--- src/rtl/motor_fault_pkg.sv ---
// Shared types for the motor fault monitor: FSM state encoding, fault codes
// and a saturating increment helper for the trip counter.
package motor_fault_pkg;

   typedef enum logic [1:0] {
      NORMAL  = 2'd0,
      PENDING = 2'd1,
      TRIPPED = 2'd2,
      RECOVER = 2'd3
   } state_t;

   localparam logic [1:0] FC_NONE  = 2'b00;
   localparam logic [1:0] FC_OC    = 2'b01;
   localparam logic [1:0] FC_STALL = 2'b10;
   localparam logic [1:0] FC_BOTH  = 2'b11;

   function automatic logic [7:0] sat_inc8(input logic [7:0] value);
      logic [7:0] result;
      if (value == 8'hFF) begin
         result = value;
      end else begin
         result = value + 8'd1;
      end
      return result;
   endfunction

endpackage

--- src/rtl/motor_fault_monitor_if.sv ---
// Sample/fault bus between the ADC/encoder front-end (master) and the motor
// fault monitor (slave).
interface motor_fault_monitor_if #(
   parameter int DATA_W = 16
);

   logic              sample_valid;
   logic [DATA_W-1:0] current_in;
   logic [DATA_W-1:0] speed_in;
   logic              fault_clr;
   logic              fault_detected;
   logic [1:0]        fault_code;
   logic [7:0]        fault_count;
   logic [1:0]        state;

   modport master (
      output sample_valid, current_in, speed_in, fault_clr,
      input  fault_detected, fault_code, fault_count, state
   );

   modport slave (
      input  sample_valid, current_in, speed_in, fault_clr,
      output fault_detected, fault_code, fault_count, state
   );

endinterface

--- src/rtl/fault_debounce.sv ---
// Saturating consecutive-sample counter. reached/active look at the value the
// counter takes on this edge so the owner can act on the qualifying sample itself.
module fault_debounce #(
   parameter int MAX = 5
) (
   input  logic clk,
   input  logic rst,
   input  logic valid,
   input  logic cond,
   input  logic freeze,
   input  logic clear,
   output logic reached,
   output logic active
);

   localparam int CNT_W = $clog2(MAX + 1);
   localparam logic [CNT_W-1:0] MAX_V = CNT_W'(MAX);

   logic [CNT_W-1:0] cnt_r;
   logic [CNT_W-1:0] cnt_nxt_s;

   // next count: hold when frozen or no sample, restart on a non-qualifying sample
   always_comb begin
      cnt_nxt_s = cnt_r;
      if (freeze) begin
         cnt_nxt_s = cnt_r;
      end else if (valid) begin
         if (!cond) begin
            cnt_nxt_s = {CNT_W{1'b0}};
         end else if (cnt_r == MAX_V) begin
            cnt_nxt_s = cnt_r;
         end else begin
            cnt_nxt_s = cnt_r + CNT_W'(1);
         end
      end else begin
         cnt_nxt_s = cnt_r;
      end
   end

   // counter register; clear wins over the computed next value
   always_ff @(posedge clk) begin
      if (rst) begin
         cnt_r <= {CNT_W{1'b0}};
      end else if (clear) begin
         cnt_r <= {CNT_W{1'b0}};
      end else begin
         cnt_r <= cnt_nxt_s;
      end
   end

   assign reached = (cnt_nxt_s == MAX_V);
   assign active  = (cnt_nxt_s != {CNT_W{1'b0}});

endmodule

--- src/rtl/motor_fault_monitor.sv ---
// Debounced overcurrent/stall fault latch with hysteresis-qualified recovery.
// Optional FAULT_AUTO_CLEAR_EN: a clean sample also releases TRIPPED without fault_clr.
module motor_fault_monitor
   import motor_fault_pkg::*;
#(
   parameter int DATA_W         = 16,
   parameter int CURR_THRESH    = 3000,
   parameter int CURR_HYST      = 200,
   parameter int STALL_CURR     = 1500,
   parameter int SPEED_MIN      = 100,
   parameter int DEBOUNCE       = 5,
   parameter int RECOVERY_COUNT = 16
) (
   input logic                  clk,
   input logic                  rst,
   motor_fault_monitor_if.slave bus
);

   localparam int REC_W = $clog2(RECOVERY_COUNT + 1);
   localparam logic [REC_W-1:0]  REC_TARGET = REC_W'(RECOVERY_COUNT);
   localparam logic [DATA_W-1:0] OC_LVL     = DATA_W'(CURR_THRESH);
   localparam logic [DATA_W-1:0] CLEAN_LVL  = DATA_W'(CURR_THRESH - CURR_HYST);
   localparam logic [DATA_W-1:0] STALL_LVL  = DATA_W'(STALL_CURR);
   localparam logic [DATA_W-1:0] SPEED_LVL  = DATA_W'(SPEED_MIN);

   if ((CURR_HYST > CURR_THRESH) || (DEBOUNCE < 1) || (RECOVERY_COUNT < 1)) begin : g_param_err
      $error("motor_fault_monitor: illegal parameter combination");
   end

   state_t           state_r;
   state_t           state_nxt;
   logic [REC_W-1:0] rec_r;
   logic [REC_W-1:0] rec_nxt;
   logic [REC_W-1:0] rec_first_s;
   logic [REC_W-1:0] rec_inc_s;
   logic [1:0]       code_r;
   logic [1:0]       code_nxt;
   logic [7:0]       count_r;
   logic             detected_r;

   logic oc_s;
   logic stall_s;
   logic clean_s;
   logic clean_sample_s;
   logic leave_trip_s;
   logic freeze_s;
   logic clear_s;
   logic trip_s;
   logic oc_reached_s;
   logic oc_active_s;
   logic stall_reached_s;
   logic stall_active_s;

   assign oc_s           = (bus.current_in > OC_LVL);
   assign stall_s        = (bus.current_in > STALL_LVL) && (bus.speed_in < SPEED_LVL);
   assign clean_s        = (bus.current_in < CLEAN_LVL) && !stall_s;
   assign clean_sample_s = bus.sample_valid && clean_s;
   assign freeze_s       = (state_r == TRIPPED) || (state_r == RECOVER);
   assign rec_first_s    = clean_sample_s ? REC_W'(1) : {REC_W{1'b0}};
   assign rec_inc_s      = rec_r + REC_W'(1);

`ifdef FAULT_AUTO_CLEAR_EN
   assign leave_trip_s = bus.fault_clr || clean_sample_s;
`else
   assign leave_trip_s = bus.fault_clr;
`endif

   fault_debounce #(.MAX(DEBOUNCE)) u_oc_debounce (
      .clk     (clk),
      .rst     (rst),
      .valid   (bus.sample_valid),
      .cond    (oc_s),
      .freeze  (freeze_s),
      .clear   (clear_s),
      .reached (oc_reached_s),
      .active  (oc_active_s)
   );

   fault_debounce #(.MAX(DEBOUNCE)) u_stall_debounce (
      .clk     (clk),
      .rst     (rst),
      .valid   (bus.sample_valid),
      .cond    (stall_s),
      .freeze  (freeze_s),
      .clear   (clear_s),
      .reached (stall_reached_s),
      .active  (stall_active_s)
   );

   // FSM state register
   always_ff @(posedge clk) begin
      if (rst) begin
         state_r <= NORMAL;
      end else begin
         state_r <= state_nxt;
      end
   end

   // next state, recovery count and fault code; trips act on the qualifying sample
   always_comb begin
      state_nxt = state_r;
      rec_nxt   = rec_r;
      code_nxt  = code_r;
      trip_s    = 1'b0;
      clear_s   = 1'b0;
      case (state_r)
         NORMAL, PENDING: begin
            if (oc_reached_s || stall_reached_s) begin
               state_nxt = TRIPPED;
               trip_s    = 1'b1;
               case ({stall_reached_s, oc_reached_s})
                  2'b11:   code_nxt = FC_BOTH;
                  2'b10:   code_nxt = FC_STALL;
                  2'b01:   code_nxt = FC_OC;
                  default: code_nxt = FC_NONE;
               endcase
            end else if (oc_active_s || stall_active_s) begin
               state_nxt = PENDING;
            end else begin
               state_nxt = NORMAL;
            end
         end
         TRIPPED: begin
            // a clean sample arriving with the release already counts toward recovery
            if (!leave_trip_s) begin
               state_nxt = TRIPPED;
            end else if (rec_first_s == REC_TARGET) begin
               state_nxt = NORMAL;
               rec_nxt   = {REC_W{1'b0}};
               code_nxt  = FC_NONE;
               clear_s   = 1'b1;
            end else begin
               state_nxt = RECOVER;
               rec_nxt   = rec_first_s;
            end
         end
         RECOVER: begin
            if (clean_sample_s) begin
               if (rec_inc_s == REC_TARGET) begin
                  state_nxt = NORMAL;
                  rec_nxt   = {REC_W{1'b0}};
                  code_nxt  = FC_NONE;
                  clear_s   = 1'b1;
               end else begin
                  rec_nxt = rec_inc_s;
               end
            end else if (bus.sample_valid) begin
               rec_nxt = {REC_W{1'b0}};
            end else begin
               rec_nxt = rec_r;
            end
         end
         default: begin
            state_nxt = NORMAL;
            rec_nxt   = {REC_W{1'b0}};
            code_nxt  = FC_NONE;
            clear_s   = 1'b1;
         end
      endcase
   end

   // registered outputs and recovery counter
   always_ff @(posedge clk) begin
      if (rst) begin
         detected_r <= 1'b0;
         code_r     <= FC_NONE;
         count_r    <= 8'd0;
         rec_r      <= {REC_W{1'b0}};
      end else begin
         detected_r <= (state_nxt == TRIPPED) || (state_nxt == RECOVER);
         code_r     <= code_nxt;
         count_r    <= trip_s ? sat_inc8(count_r) : count_r;
         rec_r      <= rec_nxt;
      end
   end

   assign bus.fault_detected = detected_r;
   assign bus.fault_code     = code_r;
   assign bus.fault_count    = count_r;
   assign bus.state          = state_r;

endmodule

--- src/flat_wrapper.sv ---
// flat-port wrapper written by rule: the top's interface ports become plain ports
module motor_fault_monitor_flat import motor_fault_pkg::*;
#(
   parameter int DATA_W         = 16,
   parameter int CURR_THRESH    = 3000,
   parameter int CURR_HYST      = 200,
   parameter int STALL_CURR     = 1500,
   parameter int SPEED_MIN      = 100,
   parameter int DEBOUNCE       = 5,
   parameter int RECOVERY_COUNT = 16
)
  (clk, rst, bus_sample_valid, bus_current_in, bus_speed_in, bus_fault_clr, bus_fault_detected, bus_fault_code, bus_fault_count, bus_state);
  motor_fault_monitor_if #(.DATA_W(DATA_W)) bus_i ();
  input logic clk;
  input logic rst;
  input wire logic [$bits(bus_i.sample_valid)-1:0] bus_sample_valid;
  input wire logic [$bits(bus_i.current_in)-1:0] bus_current_in;
  input wire logic [$bits(bus_i.speed_in)-1:0] bus_speed_in;
  input wire logic [$bits(bus_i.fault_clr)-1:0] bus_fault_clr;
  output wire logic [$bits(bus_i.fault_detected)-1:0] bus_fault_detected;
  output wire logic [$bits(bus_i.fault_code)-1:0] bus_fault_code;
  output wire logic [$bits(bus_i.fault_count)-1:0] bus_fault_count;
  output wire logic [$bits(bus_i.state)-1:0] bus_state;
  assign bus_i.sample_valid = bus_sample_valid;
  assign bus_i.current_in = bus_current_in;
  assign bus_i.speed_in = bus_speed_in;
  assign bus_i.fault_clr = bus_fault_clr;
  assign bus_fault_detected = bus_i.fault_detected;
  assign bus_fault_code = bus_i.fault_code;
  assign bus_fault_count = bus_i.fault_count;
  assign bus_state = bus_i.state;
  motor_fault_monitor #(.DATA_W(DATA_W), .CURR_THRESH(CURR_THRESH), .CURR_HYST(CURR_HYST), .STALL_CURR(STALL_CURR), .SPEED_MIN(SPEED_MIN), .DEBOUNCE(DEBOUNCE), .RECOVERY_COUNT(RECOVERY_COUNT)) u_core (.clk(clk), .rst(rst), .bus(bus_i));
endmodule
--- config.mk ---
export PLATFORM = sky130hd
export DESIGN_NAME = motor_fault_monitor_flat
export DESIGN_NICKNAME = d
export VERILOG_FILES = /design/src/rtl/motor_fault_pkg.sv /design/src/rtl/motor_fault_monitor_if.sv /design/src/rtl/fault_debounce.sv /design/src/rtl/motor_fault_monitor.sv /design/src/flat_wrapper.sv
export SDC_FILE = /design/constraint.sdc
export NUM_CORES = 1
export LEC_CHECK = 0
export BUFFER_PORTS_ARGS = -buffer_cell sky130_fd_sc_hd__clkbuf_2
export CAP_MARGIN = 30
export CELL_PAD_IN_SITES_DETAIL_PLACEMENT = 1
export CELL_PAD_IN_SITES_GLOBAL_PLACEMENT = 2
export CORE_ASPECT_RATIO = 1.75
export CORE_MARGIN = 2
export CORE_UTILIZATION = 26
export DETAILED_ROUTE_END_ITERATION = 10
export GPL_ROUTABILITY_DRIVEN = 0
export GPL_TIMING_DRIVEN = 0
export HOLD_SLACK_MARGIN = 0.03
export PLACE_DENSITY = 0.85
export SETUP_SLACK_MARGIN = 0.1
export SLEW_MARGIN = 5
export SYNTH_ARGS = -nofsm -noshare
export SYNTH_HDL_FRONTEND = slang
export SYNTH_SLANG_ARGS = --single-unit
--- constraint.sdc ---
create_clock -name clk -period 2.25 [get_ports clk]
set_input_delay 0.225 -clock clk [delete_from_list [all_inputs] [get_ports clk]]
set_output_delay 0.225 -clock clk [all_outputs]
set_load 0.02 [all_outputs]
=== Yosys cells after proc, flatten, opt, wreduce, memory -nomap -nowiden ===
Cells that the tools add are included.

* Magnitude comparators: 4
* Bitwise logic cells: 1
* Reductions and logical operators: 17
* Eq/ne operators: 21
* Add/sub/neg operators: 4
* Multiplexer cells: 36

{| class="wikitable"
|+ Operator list
! kind !! number
|-
| 5-bit two-way mux || 5
|-
| 3-bit two-way mux || 8
|-
| 2-bit two-way mux || 10
|-
| 2-bit case mux with 3 select lines || 3
|-
| 16-bit by 11-bit greater-than comparator with 1-bit output, second input constant || 1
|-
| 16-bit by 12-bit greater-than comparator with 1-bit output, second input constant || 1
|-
| 16-bit by 12-bit less-than comparator with 1-bit output, second input constant || 1
|-
| 16-bit by 7-bit less-than comparator with 1-bit output, second input constant || 1
|-
| 2-bit == test, second input constant || 6
|-
| 3-bit == test, second input constant || 4
|-
| 5-bit == test, second input constant || 2
|-
| 5-bit case mux with 2 select lines || 1
|-
| 8-bit by 1-bit adder with 8-bit output, second input constant || 1
|-
| 8-bit == test, second input constant || 1
|-
| 1-bit two-way mux || 8
|-
| 3-bit by 1-bit adder with 3-bit output, second input constant || 2
|-
| 2-bit inequality test, second input constant || 3
|-
| 3-bit nonzero test || 2
|-
| 5-bit by 1-bit adder with 5-bit output, second input constant || 1
|-
| 5-bit AND reduction || 1
|-
| 2-bit by 1-bit == test with 1-bit output, second input constant || 2
|-
| 1-bit logical OR || 4
|-
| 2-bit by 1-bit inequality test with 1-bit output, second input constant || 2
|-
| 2-bit OR reduction || 2
|-
| 9 further kinds || 11
|}

* Output and inout port bits: 13
* Register bits after elaboration: 24
* Input port bits: 36
* Logic and storage cells: 90

=== Logic depth before layout (Yosys ltp) ===
* Word-level depth: 12
* Mapped depth: 9
* Mapped depth without buffers: 8

=== Hierarchy ===
From an unflattened synthesis, not the netlist that was laid out.

* Cell total of the unflattened synthesis: 190
* Area total of the unflattened synthesis: 1635.3 um2

{| class="wikitable"
|+ Modules (own cells, without submodules)
! module !! area an instance (um2) !! cells each !! times used !! sequential area each (um2)
|-
| motor_fault_monitor || 1139.8 || 138 || 1 || 340.3
|-
| fault_debounce || 247.7 || 26 || 2 || 60.1
|}

=== Least setup slack after synthesis ===
OpenSTA, ideal clock, no wires.

* Path type: register to register
* Start point: register u_core.state_r[1] (netlist: u_core.bus.state[1])
* End point: register u_core.count_r[0] (netlist: u_core.bus.fault_count[0])
* Library setup time: 121 ps
* Data required time: 2129 ps
* Cell stages (with the launch flop): 9
* Path buffers: 2
* Period minus slack after synthesis: 2231 ps
* Setup slack: 19 ps
* Arrival time: 2111 ps
* Cell sequence: dfxtp_1 > clkbuf_1 > nor2b_1 > buf_4 > nand2_1 > a221oi_2 > a32oi_4 > nor3_1 > mux2_2

* Word-level cells in the longest chain between the ends: 8
* Elaborated cells between the ends (all ways): 14
* Classes of those cells: eq/ne: 5; mux: 4; reduce/logical: 5

{| class="wikitable"
|+ Ends and longest elaborated chain
! item !! RTL line !! source
|-
| start: declaration || motor_fault_monitor.sv:30 || <nowiki>state_t state_r;</nowiki>
|-
| start signal: assignment || motor_fault_monitor.sv:95 || <nowiki>state_r <= state_nxt;</nowiki>
|-
| 2-bit == test || motor_fault_monitor.sv:58 || <nowiki>assign freeze_s = (state_r == TRIPPED) || (state_r == RECOVER);</nowiki>
|-
| 1-bit logical OR || motor_fault_monitor.sv:58 ||
|-
| 3-bit two-way mux || fault_debounce.sv:25 || <nowiki>if (freeze) begin</nowiki>
|-
| 3-bit == test || fault_debounce.sv:51 || <nowiki>assign reached = (cnt_nxt_s == MAX_V);</nowiki>
|-
| 1-bit logical OR || motor_fault_monitor.sv:108 || <nowiki>if (oc_reached_s || stall_reached_s) begin</nowiki>
|-
| 1-bit two-way mux || motor_fault_monitor.sv:108 ||
|-
| 1-bit two-way mux * || motor_fault_monitor.sv:106 || <nowiki>case (state_r)</nowiki>
|-
| 2-bit AND reduction (no line) * || - ||
|-
| end signal: assignment || motor_fault_monitor.sv:172 || <nowiki>count_r <= trip_s ? sat_inc8(count_r) : count_r;</nowiki>
|-
| end: declaration || motor_fault_monitor.sv:38 || <nowiki>logic [7:0] count_r;</nowiki>
|}

Mark *: on every way between the ends. The rest lies on a longest branch, timed or not.
A chain may end at the register's enable or synchronous reset.

=== Worst setup path in the final report ===
* Start point: register u_core.u_stall_debounce.cnt_r[1]
* End point: register u_core.count_r[5] (netlist: u_core.bus.fault_count[5])

* Word-level cells in the longest chain between the ends: 10
* Elaborated cells between the ends (all ways): 11
* Classes of those cells: add/sub: 1; eq/ne: 2; mux: 6; reduce/logical: 2

{| class="wikitable"
|+ Ends and longest elaborated chain
! item !! RTL line !! source
|-
| start: declaration || fault_debounce.sv:19 || <nowiki>logic [CNT_W-1:0] cnt_r;</nowiki>
|-
| start signal: assignment || fault_debounce.sv:43 || <nowiki>cnt_r <= {CNT_W{1'b0}};</nowiki>
|-
| start signal: assignment || fault_debounce.sv:45 || <nowiki>cnt_r <= {CNT_W{1'b0}};</nowiki>
|-
| start signal: assignment || fault_debounce.sv:47 || <nowiki>cnt_r <= cnt_nxt_s;</nowiki>
|-
| 3-bit by 1-bit adder with 3-bit output or 3-bit == test (tied branches) || fault_debounce.sv:33, fault_debounce.sv:30 ||
|-
| 3-bit two-way mux || fault_debounce.sv:30 || <nowiki>end else if (cnt_r == MAX_V) begin</nowiki>
|-
| 3-bit two-way mux || fault_debounce.sv:28 || <nowiki>if (!cond) begin</nowiki>
|-
| 3-bit two-way mux || fault_debounce.sv:27 || <nowiki>end else if (valid) begin</nowiki>
|-
| 3-bit two-way mux * || fault_debounce.sv:25 ||
|-
| 3-bit == test * || fault_debounce.sv:51 ||
|-
| 1-bit logical OR * || motor_fault_monitor.sv:108 ||
|-
| 1-bit two-way mux * || motor_fault_monitor.sv:108 ||
|-
| 1-bit two-way mux * || motor_fault_monitor.sv:106 ||
|-
| 2-bit AND reduction (no line) * || - ||
|}

Marked as above.

==> impl_metrics.toml <==
[clock_network]
clkTransAtPathRegs_ns = 0.08
cts_buffers = 3
htreeDepth = 1
clock_path_buffers = 2
clkLatencyLatePin_ns = 0.26
cts_tree = "built"
cts_root_buf = "clkbuf_8"
clock_sink_count = 24

[critical_path]
required_ns = 2.41
crit_fanout = 6
critPathBufInv = 1
cp_slowest_cell = "dfxtp_4"
cp_cell_sequence = "inv_2, ha_4, nor3b_4, nand3_2, a221oi_4, a32oi_4, and4b_1, mux2_4"
critical_path.max_stage_delay_ns = 0.38
rrSetupSlack_ns = 0.06
crit_arrival_ns = 2.35
critPathTopFamily = "simple AND/OR/NAND/NOR gates"
start_kind = "register"
path_class = "register to register"
cp-end-kind = "register"

[pwr]
irDropWorstVdd_v = 0.000247
leakagePower_nw = 0.856
seq_power_share = 0.507
power_frac_comb = 0.202
switching_power_uw = 244
p_int_uw = 642
cellPowerDensity_nw_per_um2 = 398
clkPwrFrac = 0.291
swShare = 0.276
p_total_uw = 886

[sta]
report.final.slew_viol_count = 0
final_hold_viol_count = 0
slew_headroom = 0.640
final.period_utilization = 0.972
fin_setup_tns_ns = 0
finalCriticalPeriod_ns = 2.19
setup_viol = 0
worst_pin_slew_ns = 0.540
timing.final.ws_setup_ns = 0.0620
timing.fmax_ghz = 0.457
rsz0062_at_grt = "yes"
finClkSkew_ns = 0.00196

[placed_design]
place_area_um2 = 2000
portBuffers = 45
hpwl_um = 4080
post-place-ws_ns = -0.208

[yosys]
ys_seq_area_frac = 0.291
avgSynthCellArea_um2 = 8.04
syn_area_um2 = 1650
ys_seq_elements = 24
synth_cell_type_count = 56
synth_commonest_cells = "26 x nand2_1, 24 x dfxtp_1, 21 x nor2_1, 10 x a21oi_1"
synth_ff_type = "dfxtp_1"
yosysTopAreaCell = "dfxtp_1"
mappedNetlistNets = 247
ys_async_sr_fraction = 0
netlist.area_leader.share = 0.291
synth_area_leaders = "dfxtp_1 29%, nand2_1 5.9%, nor2_1 4.8%, ha_1 4.6%, a21oi_1 3.0%"
synthMostInstantiatedCell = "nand2_1"
synth_cells = 205
yosysWarnings = 0
synth_edf_count = 0

[final_layout]
syn_to_final_growth_pct = 35.1
multi_input_comb_area_um2 = 1230
antennaDiodeCount = 0
design_area_um2 = 2230
fillers = 797
regArea_um2 = 493
postLayoutCoreUtil = 0.360
drive_above_1_share = 0.354
nets = 307

[floorplan]
die_height_um = 109
fp.dieW_um = 64.2
initial_core_util = 0.267
die-area_um2 = 7020
std_cell_rows = 38
io_pins = 49
core_um2 = 6180

[global_routing]
grt_pass1_wl_um = 8360
grt_remaining_overflow = 0
first_global_vias = 1861
grt_max_degree = 13
antenna_found_initial = 0
gr-usage-all-layers = 0.147

[detailed_routing]
met1_length_um = 1860
drtPass1Iterations = 4
wl_met2_um = 3080
drtAntennaViolNets = 0
finalWirelength_um = 5070
wl_per_cell_um = 14.8
drc = 0
top_layer = "met4"
first_iter_violations = 42
viasPerCell = 5.15
num_vias = 1768
wl_met3_um = 40

[status]
status = "complete, no violations"

[worst_hold_path]
hold_class = "input pin to register"

[run]
max-cap-violations = 0
worst paths after layout:
check,depth (start not counted),to,start
worst max-delay path,8,u_core.bus.fault_count[5]$_SDFFE_PP0P_,u_core.u_stall_debounce.cnt_r[1]$_SDFF_PP0_
worst min-delay path,3,u_core.bus.state[0]$_SDFF_PP0_,bus_fault_clr
worst max register to register,8,u_core.bus.fault_count[5]$_SDFFE_PP0P_,u_core.u_stall_debounce.cnt_r[1]$_SDFF_PP0_
worst min register to register,2,u_core.bus.fault_count[7]$_SDFFE_PP0P_,u_core.bus.fault_count[7]$_SDFFE_PP0P_
registers in the layout, summed over array words and instances, names as in the netlist:
| register | count |
|---|---|
| u_core.bus.fault_detected | 1 |
| u_core.bus.fault_count | 8 |
| u_core.rec_r | 5 |
| u_core.bus.fault_code | 2 |
| u_core.u_stall_debounce.cnt_r | 3 |
| u_core.u_oc_debounce.cnt_r | 3 |
| u_core.bus.state | 2 |
placed cells by master, fill, tap and decap left out, drive strengths merged, types with 5 or more instances in the layout:
master,Yosys,routed
ha,6,6
nand2,26,26
nor2,21,21
inv,5,5
nand3,8,8
buf,2,12
a21oi,10,10
dfxtp,24,24
nand4,5,5
o21ai,6,6
nor2b,8,8
nor3,6,6
clkbuf,4,52
worst min-delay path: cells and delay by family:
kind	cells	cell delay, ns
compound gates	2	0.25
buf+inv	1	0.10
logic make-up after synthesis:
kind of cell               synth area share
DFF                                   0.291
adders and majority gates            0.0455
buffers and inverters                0.0281
muxes                                0.0417
AOI/OAI and AO/OA                     0.247
xor gates and xnor gates             0.0106
and+or+nand+nor                       0.335
area by class of cell:
cell class / instances / share of cell area
flip-flops and latches: 24 / 0.221
inverters: 5 / 0.00843
plain buffers: 6 / 0.0197
multi-input cells: 170 / 0.552
well taps: 80 / 0.0449
repair buffers: 55 / 0.135
clock buffers: 3 / 0.0185
stage by stage:
stage / cells / hold WS (ns)
CTS: 343 / 0.348
global placement: 330 / 0.484
finish: 343 / 0.341
global route: 343 / 0.346
detailed placement: 330 / 0.497
floorplan: 205 / 0.466
what timing repair did:
action | in CTS | in global routing
endpoints found under the setup margin | 10 | 9
setup buffers | 10 | 0
resized for setup | 24 | 2
hold buffers | 0 | 0
pin swaps | 18 | 7
power by group through the flow:
stage / registers [mW] / logic, mW / clock network (mW)
6_report: 0.449 / 0.179 / 0.258
3_3_place_gp: 0.459 / 0.152 / 0
2_1_floorplan: 0.461 / 0.0879 / 0
5_1_grt: 0.452 / 0.195 / 0.285
3_5_place_dp: 0.459 / 0.157 / 0
4_1_cts: 0.449 / 0.178 / 0.261
metal layers:
layer	up-vias	track usage
li1	895	-
met2	15	0.323
met1	852	0.143
met3	6	0.00307
met5	-	0
met4	0	0.0410
No activity file was read; power rests on OpenSTA's default activity.
